==> src/rtl/stump_control.sv <==
// Stump 16-bit CPU control: FETCH/EXECUTE/MEMORY sequencer, instruction register,
// ISA decode and branch-condition evaluation, with a mem_ready stall handshake.
module stump_control #(
  parameter logic [2:0] PC_REG  = 3'd7,
  parameter bit         WAIT_EN = 1'b1
) (
  input  logic        clk,
  input  logic        rst_n,
  input  logic [15:0] data_in,
  input  logic        mem_ready,
  input  logic [3:0]  cc,
  output logic        fetch,
  output logic        execute,
  output logic        memory,
  output logic [15:0] ir,
  output logic        reg_write,
  output logic [2:0]  dest,
  output logic [2:0]  srcA,
  output logic [2:0]  srcB,
  output logic        imm_sel,
  output logic        imm8_sel,
  output logic [1:0]  shift_op,
  output logic [2:0]  alu_func,
  output logic        cc_en,
  output logic        addr_sel,
  output logic        mem_ren,
  output logic        mem_wen
);

  typedef enum logic [1:0] {
    S_FETCH   = 2'b00,
    S_EXECUTE = 2'b01,
    S_MEMORY  = 2'b10
  } state_t;

  localparam logic [2:0] OP_LDST = 3'b110;
  localparam logic [2:0] OP_BCC  = 3'b111;
  localparam logic [2:0] ALU_ADD = 3'b000;

  state_t      state_q, state_d;
  logic [15:0] ir_q, ir_d;
  logic        run_q;

  logic       rdy;
  logic [2:0] op;
  logic       flag_n, flag_z, flag_v, flag_c;
  logic       cond_base, taken;
  logic       wr_c, ren_c, imm_sel_c;

  assign rdy = WAIT_EN ? mem_ready : 1'b1;
  assign op  = ir_q[15:13];
  assign {flag_n, flag_z, flag_v, flag_c} = cc;

  // Odd condition codes are the complement of the even code below them.
  always_comb begin
    cond_base = 1'b1;
    case (ir_q[11:9])
      3'd0: cond_base = 1'b1;
      3'd1: cond_base = ~flag_c & ~flag_z;
      3'd2: cond_base = ~flag_c;
      3'd3: cond_base = ~flag_z;
      3'd4: cond_base = ~flag_v;
      3'd5: cond_base = ~flag_n;
      3'd6: cond_base = (flag_n == flag_v);
      3'd7: cond_base = ~flag_z & (flag_n == flag_v);
      default: cond_base = 1'b1;
    endcase
  end
  assign taken = cond_base ^ ir_q[8];

  always_ff @(posedge clk or negedge rst_n) begin
    if (!rst_n) begin
      state_q <= S_FETCH;
      ir_q    <= 16'h0000;
      run_q   <= 1'b0;
    end else begin
      state_q <= state_d;
      ir_q    <= ir_d;
      run_q   <= 1'b1;
    end
  end

  always_comb begin
    state_d   = S_FETCH;
    ir_d      = ir_q;
    fetch     = 1'b0;
    execute   = 1'b0;
    memory    = 1'b0;
    wr_c      = 1'b0;
    ren_c     = 1'b0;
    mem_wen   = 1'b0;
    dest      = ir_q[10:8];
    srcA      = ir_q[7:5];
    srcB      = ir_q[4:2];
    imm_sel_c = 1'b0;
    imm8_sel  = 1'b0;
    alu_func  = op;
    cc_en     = 1'b0;
    addr_sel  = 1'b0;
    case (state_q)
      S_FETCH: begin
        fetch = 1'b1;
        ren_c = 1'b1;
        srcA  = PC_REG;
        dest  = PC_REG;
        wr_c  = rdy;
        // No instruction is taken until the first post-reset edge has set run.
        if (run_q && rdy) begin
          ir_d    = data_in;
          state_d = S_EXECUTE;
        end else begin
          state_d = S_FETCH;
        end
      end
      S_EXECUTE: begin
        execute = 1'b1;
        state_d = S_FETCH;
        case (op)
          OP_LDST: begin
            alu_func  = ALU_ADD;
            imm_sel_c = 1'b1;
            state_d   = S_MEMORY;
          end
          OP_BCC: begin
            if (taken) begin
              srcA      = PC_REG;
              dest      = PC_REG;
              imm_sel_c = 1'b1;
              imm8_sel  = 1'b1;
              alu_func  = ALU_ADD;
              wr_c      = 1'b1;
            end
          end
          default: begin
            wr_c      = 1'b1;
            imm_sel_c = ir_q[12];
            cc_en     = ir_q[11];
          end
        endcase
      end
      S_MEMORY: begin
        memory   = 1'b1;
        addr_sel = 1'b1;
        alu_func = ALU_ADD;
        if (ir_q[11]) begin
          mem_wen = 1'b1;
          srcA    = ir_q[10:8];
        end else begin
          ren_c = 1'b1;
          wr_c  = rdy;
        end
        state_d = rdy ? S_FETCH : S_MEMORY;
      end
      default: state_d = S_FETCH;
    endcase
  end

  assign ir        = ir_q;
  assign imm_sel   = imm_sel_c;
  assign shift_op  = imm_sel_c ? 2'b00 : ir_q[1:0];
  assign mem_ren   = ren_c & run_q;
  assign reg_write = wr_c & run_q;

endmodule

==> config.mk <==
export PLATFORM = sky130hd
export DESIGN_NAME = stump_control
export DESIGN_NICKNAME = d
export VERILOG_FILES = /design/src/rtl/stump_control.sv
export SDC_FILE = /design/constraint.sdc
export NUM_CORES = 1
export LEC_CHECK = 0
export CAP_MARGIN = 25
export CORE_ASPECT_RATIO = 2
export CORE_UTILIZATION = 40
export CTS_BUF_LIST = sky130_fd_sc_hd__clkbuf_8 sky130_fd_sc_hd__clkbuf_16
export DETAILED_ROUTE_END_ITERATION = 8
export PLACE_DENSITY = 0.85
export SLEW_MARGIN = 10
export SYNTH_ARGS = -nofsm -noshare
export SYNTH_HDL_FRONTEND = slang
export SYNTH_SLANG_ARGS = --single-unit
==> constraint.sdc <==
create_clock -name clk -period 3.7 [get_ports clk]
set_clock_uncertainty 0.1 [all_clocks]
set_input_delay 0.555 -clock clk [delete_from_list [all_inputs] [get_ports clk]]
set_output_delay 0.555 -clock clk [all_outputs]
set_load 0.1 [all_outputs]
Yosys cells after proc, flatten, opt, wreduce, memory -nomap -nowiden
Index checks and enable logic that the tools add are counted.

operators by class
  bitwise logic cells = 9
  equal/unequal tests = 12
  mux-type cells = 33
  reduce and logical (&&, ||, !) cells = 5

operator list
  kind                                                 count
  equality test 3 bit, second input constant           6
  2-to-1 mux 3 bit                                     6
  case mux 3 bit (2 select lines)                      3
  2-to-1 mux 1 bit                                     14
  case mux 3 bit (3 select lines)                      1
  case mux 1 bit (8 select lines)                      1
  equality test 3 x 2 -> 1 bit, second input constant  2
  2-to-1 mux 2 bit                                     3
  case mux 1 bit (2 select lines)                      3
  case mux 2 bit (3 select lines)                      1
  bitwise AND 1 bit                                    4
  NOT 1 bit                                            4
  equality test 3 x 1 -> 1 bit, second input constant  1
  zero test 3 bit                                      1
  case mux 1 bit (3 select lines)                      1
  equality test 2 x 1 -> 1 bit, second input constant  1
  equality test 2 bit, second input constant           1
  zero test 2 bit                                      1
  AND reduction 2 bit                                  1
  OR reduction 2 bit                                   1
  equality test 1 bit                                  1
  logical AND 1 bit                                    1
  XOR 1 bit                                            1

storage, ports and cells
  register bits = 19

Depth between registers and ports, before layout
  word-level depth = 8
  gate-level depth with buffers = 8
  gate-level depth less buffers = 7

Least setup slack after synthesis
Ideal clock, no wire load.

  path type = reg-to-output
  start = register ir_q[11], in the netlist ir[11]
  end = output port alu_func[0]
  setup slack = -1.442 ns
  stages on the path, launching flop included = 9
  required time = 3.045 ns
  arrival = 4.487 ns
  cell sequence = dfrtp_1 > buf_2 > inv_1 > a222oi_1 > a221oi_1 > ha_1 > nor2b_1 > o21ai_0 > a21boi_0

between the ends
  word-level cells in the longest chain between the ends = 6
  elaborated cells between the ends (all ways) = 13
  classes of those cells = 7 x eq/ne; 4 x mux; 1 x bitwise; 1 x reduce/logical

ends and longest elaborated chain
  item                                         RTL line  RTL
  start: declaration                           41        logic [15:0] ir_q, ir_d;
  start signal: assignment                     78        ir_q <= ir_d;
  equality test 3 bit (tied with other cells)  57        case (ir_q[11:9])
  case mux 1 bit (8 select lines) *            57
  XOR 1 bit *                                  69        assign taken = cond_base ^ ir_q[8];
  2-to-1 mux 3 bit *                           125       if (taken) begin
  case mux 3 bit (2 select lines) *            118       case (op)
  case mux 3 bit (2 select lines) *            100       case (state_q)
  end: declaration                             23        output logic [2:0] alu_func,

Mark *: on every way between the ends. The rest lies on a longest branch, timed or not.

Worst setup path in the final report
  start = input port cc[3]
  end = output port alu_func[2]

between the ends
  word-level cells in the longest chain between the ends = 7
  elaborated cells between the ends (all ways) = 8
  classes of those cells = 1 x eq/ne; 4 x mux; 3 x bitwise

ends and longest elaborated chain
  item                               RTL line  RTL
  start: declaration                 11        input logic [3:0] cc,
  equality test 1 bit                64, 65
  bitwise AND 1 bit                  65        3'd7: cond_base = ~flag_z & (flag_n == flag_v);
  case mux 1 bit (8 select lines) *  57
  XOR 1 bit *                        69
  2-to-1 mux 3 bit *                 125
  case mux 3 bit (2 select lines) *  118
  case mux 3 bit (2 select lines) *  100

Marks and branches as above.

==> metrics <==
clk root buf=clkbuf_8; worst skew pair latency=0.25 ns; clk sinks=19; post-synthesis cell type count=32; postcts setup bufs=0; Crit Path Category=input port to output pin; Final GP Congestion=0.770; mapped cell area=0.00117 sq mm; Placement Rows=27; drt initial violations=17; Nets=195; Top FF cell, synth=dfrtp_1; Peak VDD IR=459 uV; most frequent cells in the layout=clkdlybuf4s50_1 (41), dfrtp_1 (16), buf_12 (14); Core Region=0.00277 sq mm; DRT Pass-1 Iters=4; die height=78.6 microns; Total Wirelength=3.07 mm; Final Hold Fails=0; Port Buffers=62; flops & latches, synth=19; number of synthesized flops with an enable pin=0; Final Critical Period=3.56 ns; max-cap viol count=0; max frequency=281 MHz; DR DRC count=0; Ports=63; final setup fails=0; routed vias/inst=5.48; Clock H-tree levels=1; Power Density=716 mW/mm^2; largest net degree at the start of global routing=20; first-pass GRT wire length=5.12 mm; yosys warns=0; ratio of cells with drive above 1 in the final layout=30.7%; Worst Hold Class=flip-flop to flip-flop; P&R area growth vs syn=68.4%; FF-to-FF setup slack=1.94 ns; worst slew pin tran=0.990 ns; antenna-violating nets left=0; Reg area=482 sq um; Syn Area/Cell=11.0 sq um; TritonCTS clock tree=done; Worst EP arrival=2.90 ns; vias in the first global route=1139; grt ovf=0; multi-input logic area=639 sq um; CTS max path bufs=2; async set-or-reset flop fraction in the synthesized netlist=100%; sequential fraction of the synthesis area=40.5%; Pleak=0.878 nW; n_diodes=0; syn nets=135; most common cell after layout, fill and taps aside=clkdlybuf4s50_1; Finished Core Util=71.4%; Die ar.=0.00317 sq mm; CP required=3.04 ns; crit path max fanout=4; starting density of the core=42.4%; per-cell routed wire length=15.7 microns; fill count=201; initial antenna violation count=0; status=finished clean; total track usage=23.3%; crit start category=input port; RSZ-0062 raised after global routing=false; cts repair resizes=0; relative slew slack=33.8%; final worst-path cycle share=96.1%; hold slack=0.438 ns; Worst-path clk slew=0.06 ns; Cells after Synth=107; via count=1068; hpwl dp=2.54 mm; Setup crit end kind=output pin; hold_buf cts=0; final slew viol count=0; Die Span X=40.3 microns; Num CTS Buffers=3
[kinds of logic (layout without fill, tap and decap cells)]
kind of cell | after synthesis | count (layout) | share of synthesized area, %
buffers and inverters | 15 | 74 | 6.82
other | 1 | 1 | 0.320
flip-flops | 19 | 19 | 40.5
AO/OA/AOI/OAI | 25 | 25 | 14.9
adder cells (fa/ha/maj) | 5 | 5 | 5.33
multiplexers | 16 | 16 | 18.5
AND/OR/NAND/NOR | 26 | 26 | 13.5
[routing by layer]
metal / part of all wire, % / up-vias / track usage (%) / wire, microns
met5: 0 / - / 0 / 0
met1: 33 / 525 / 23.4 / 1020
met3: 4.1 / 5 / 3.95 / 126
li1: - / 499 / - / -
met4: 1.8 / 0 / 11.0 / 54
met2: 61 / 39 / 41.8 / 1870
[synth_stat cells, types with 2 or more instances]
master | count | share of area, %
dfrtp_1 | 19 | 41
mux2_4 | 10 | 13
inv_1 | 8 | 2.6
and2_1 | 6 | 3.2
mux2_2 | 6 | 5.8
ha_1 | 5 | 5.3
o21ai_0 | 5 | 2.1
buf_4 | 4 | 2.6
nand3_1 | 4 | 1.7
a21boi_0 | 3 | 1.9
a21oi_1 | 3 | 1.3
nand2_1 | 3 | 0.96
nor2_1 | 3 | 0.96
nor2b_1 | 3 | 1.6
o211ai_1 | 3 | 1.9
o21a_1 | 3 | 1.9
nand2b_1 | 2 | 1.1
nand3b_1 | 2 | 1.3
o31ai_1 | 2 | 1.3
[state kept, by name, summed over array words and instances, names as in the netlist]
register	cells
ir	16
state_q	2
run_q	1
[worst paths after layout]
kind                       startpoint          end  cells after the start
max                             cc[3]  alu_func[2]                      9
min                             ir[3]        ir[3]                      1
max reg2reg                state_q[0]       ir[11]                      4
min reg2reg                     ir[3]        ir[3]                      1
max in group asynchronous       rst_n       ir[11]                      1
min in group asynchronous       rst_n        ir[8]                      1
[stage by stage]
step	setup TNS (ns)	cells	cell area, sq um	total power [mW]	setup WS, ns
6_report	0	195	1980	1.42	0.143
5_1_grt	0	195	1980	1.46	0.102
4_1_cts	0	195	1980	1.42	0.161
3_5_place_dp	0	191	1930	1.28	0.167
3_3_place_gp	0	191	1930	1.26	0.285
2_1_floorplan	-0.392	107	1210	1.01	-0.137
[final cells by class]
class | instances | area share [%]
repair buffers | 62 | 37.6
multi-input cells | 73 | 32.3
flip-flops and latches | 19 | 24.4
clock buffers | 3 | 2.09
well taps | 29 | 1.84
inverters | 8 | 1.52
clock inverters | 1 | 0.253
[worst max-delay path: stages]
cell	delay, ns
clkdlybuf4s50_1	0.51
nand3b_1	0.11
o21ai_0	0.08
a221oi_1	0.46
ha_1	0.35
nor2b_1	0.16
o21ai_0	0.21
a21boi_2	0.27
buf_12	0.20
[power by group]
group	internal (mW)	switching, mW	total (mW)
Clock	0.0748	0.0656	0.140
Sequential	0.250	0.0534	0.304
Combinational	0.283	0.689	0.972
Note: power is estimated with default switching activity, not from simulation.
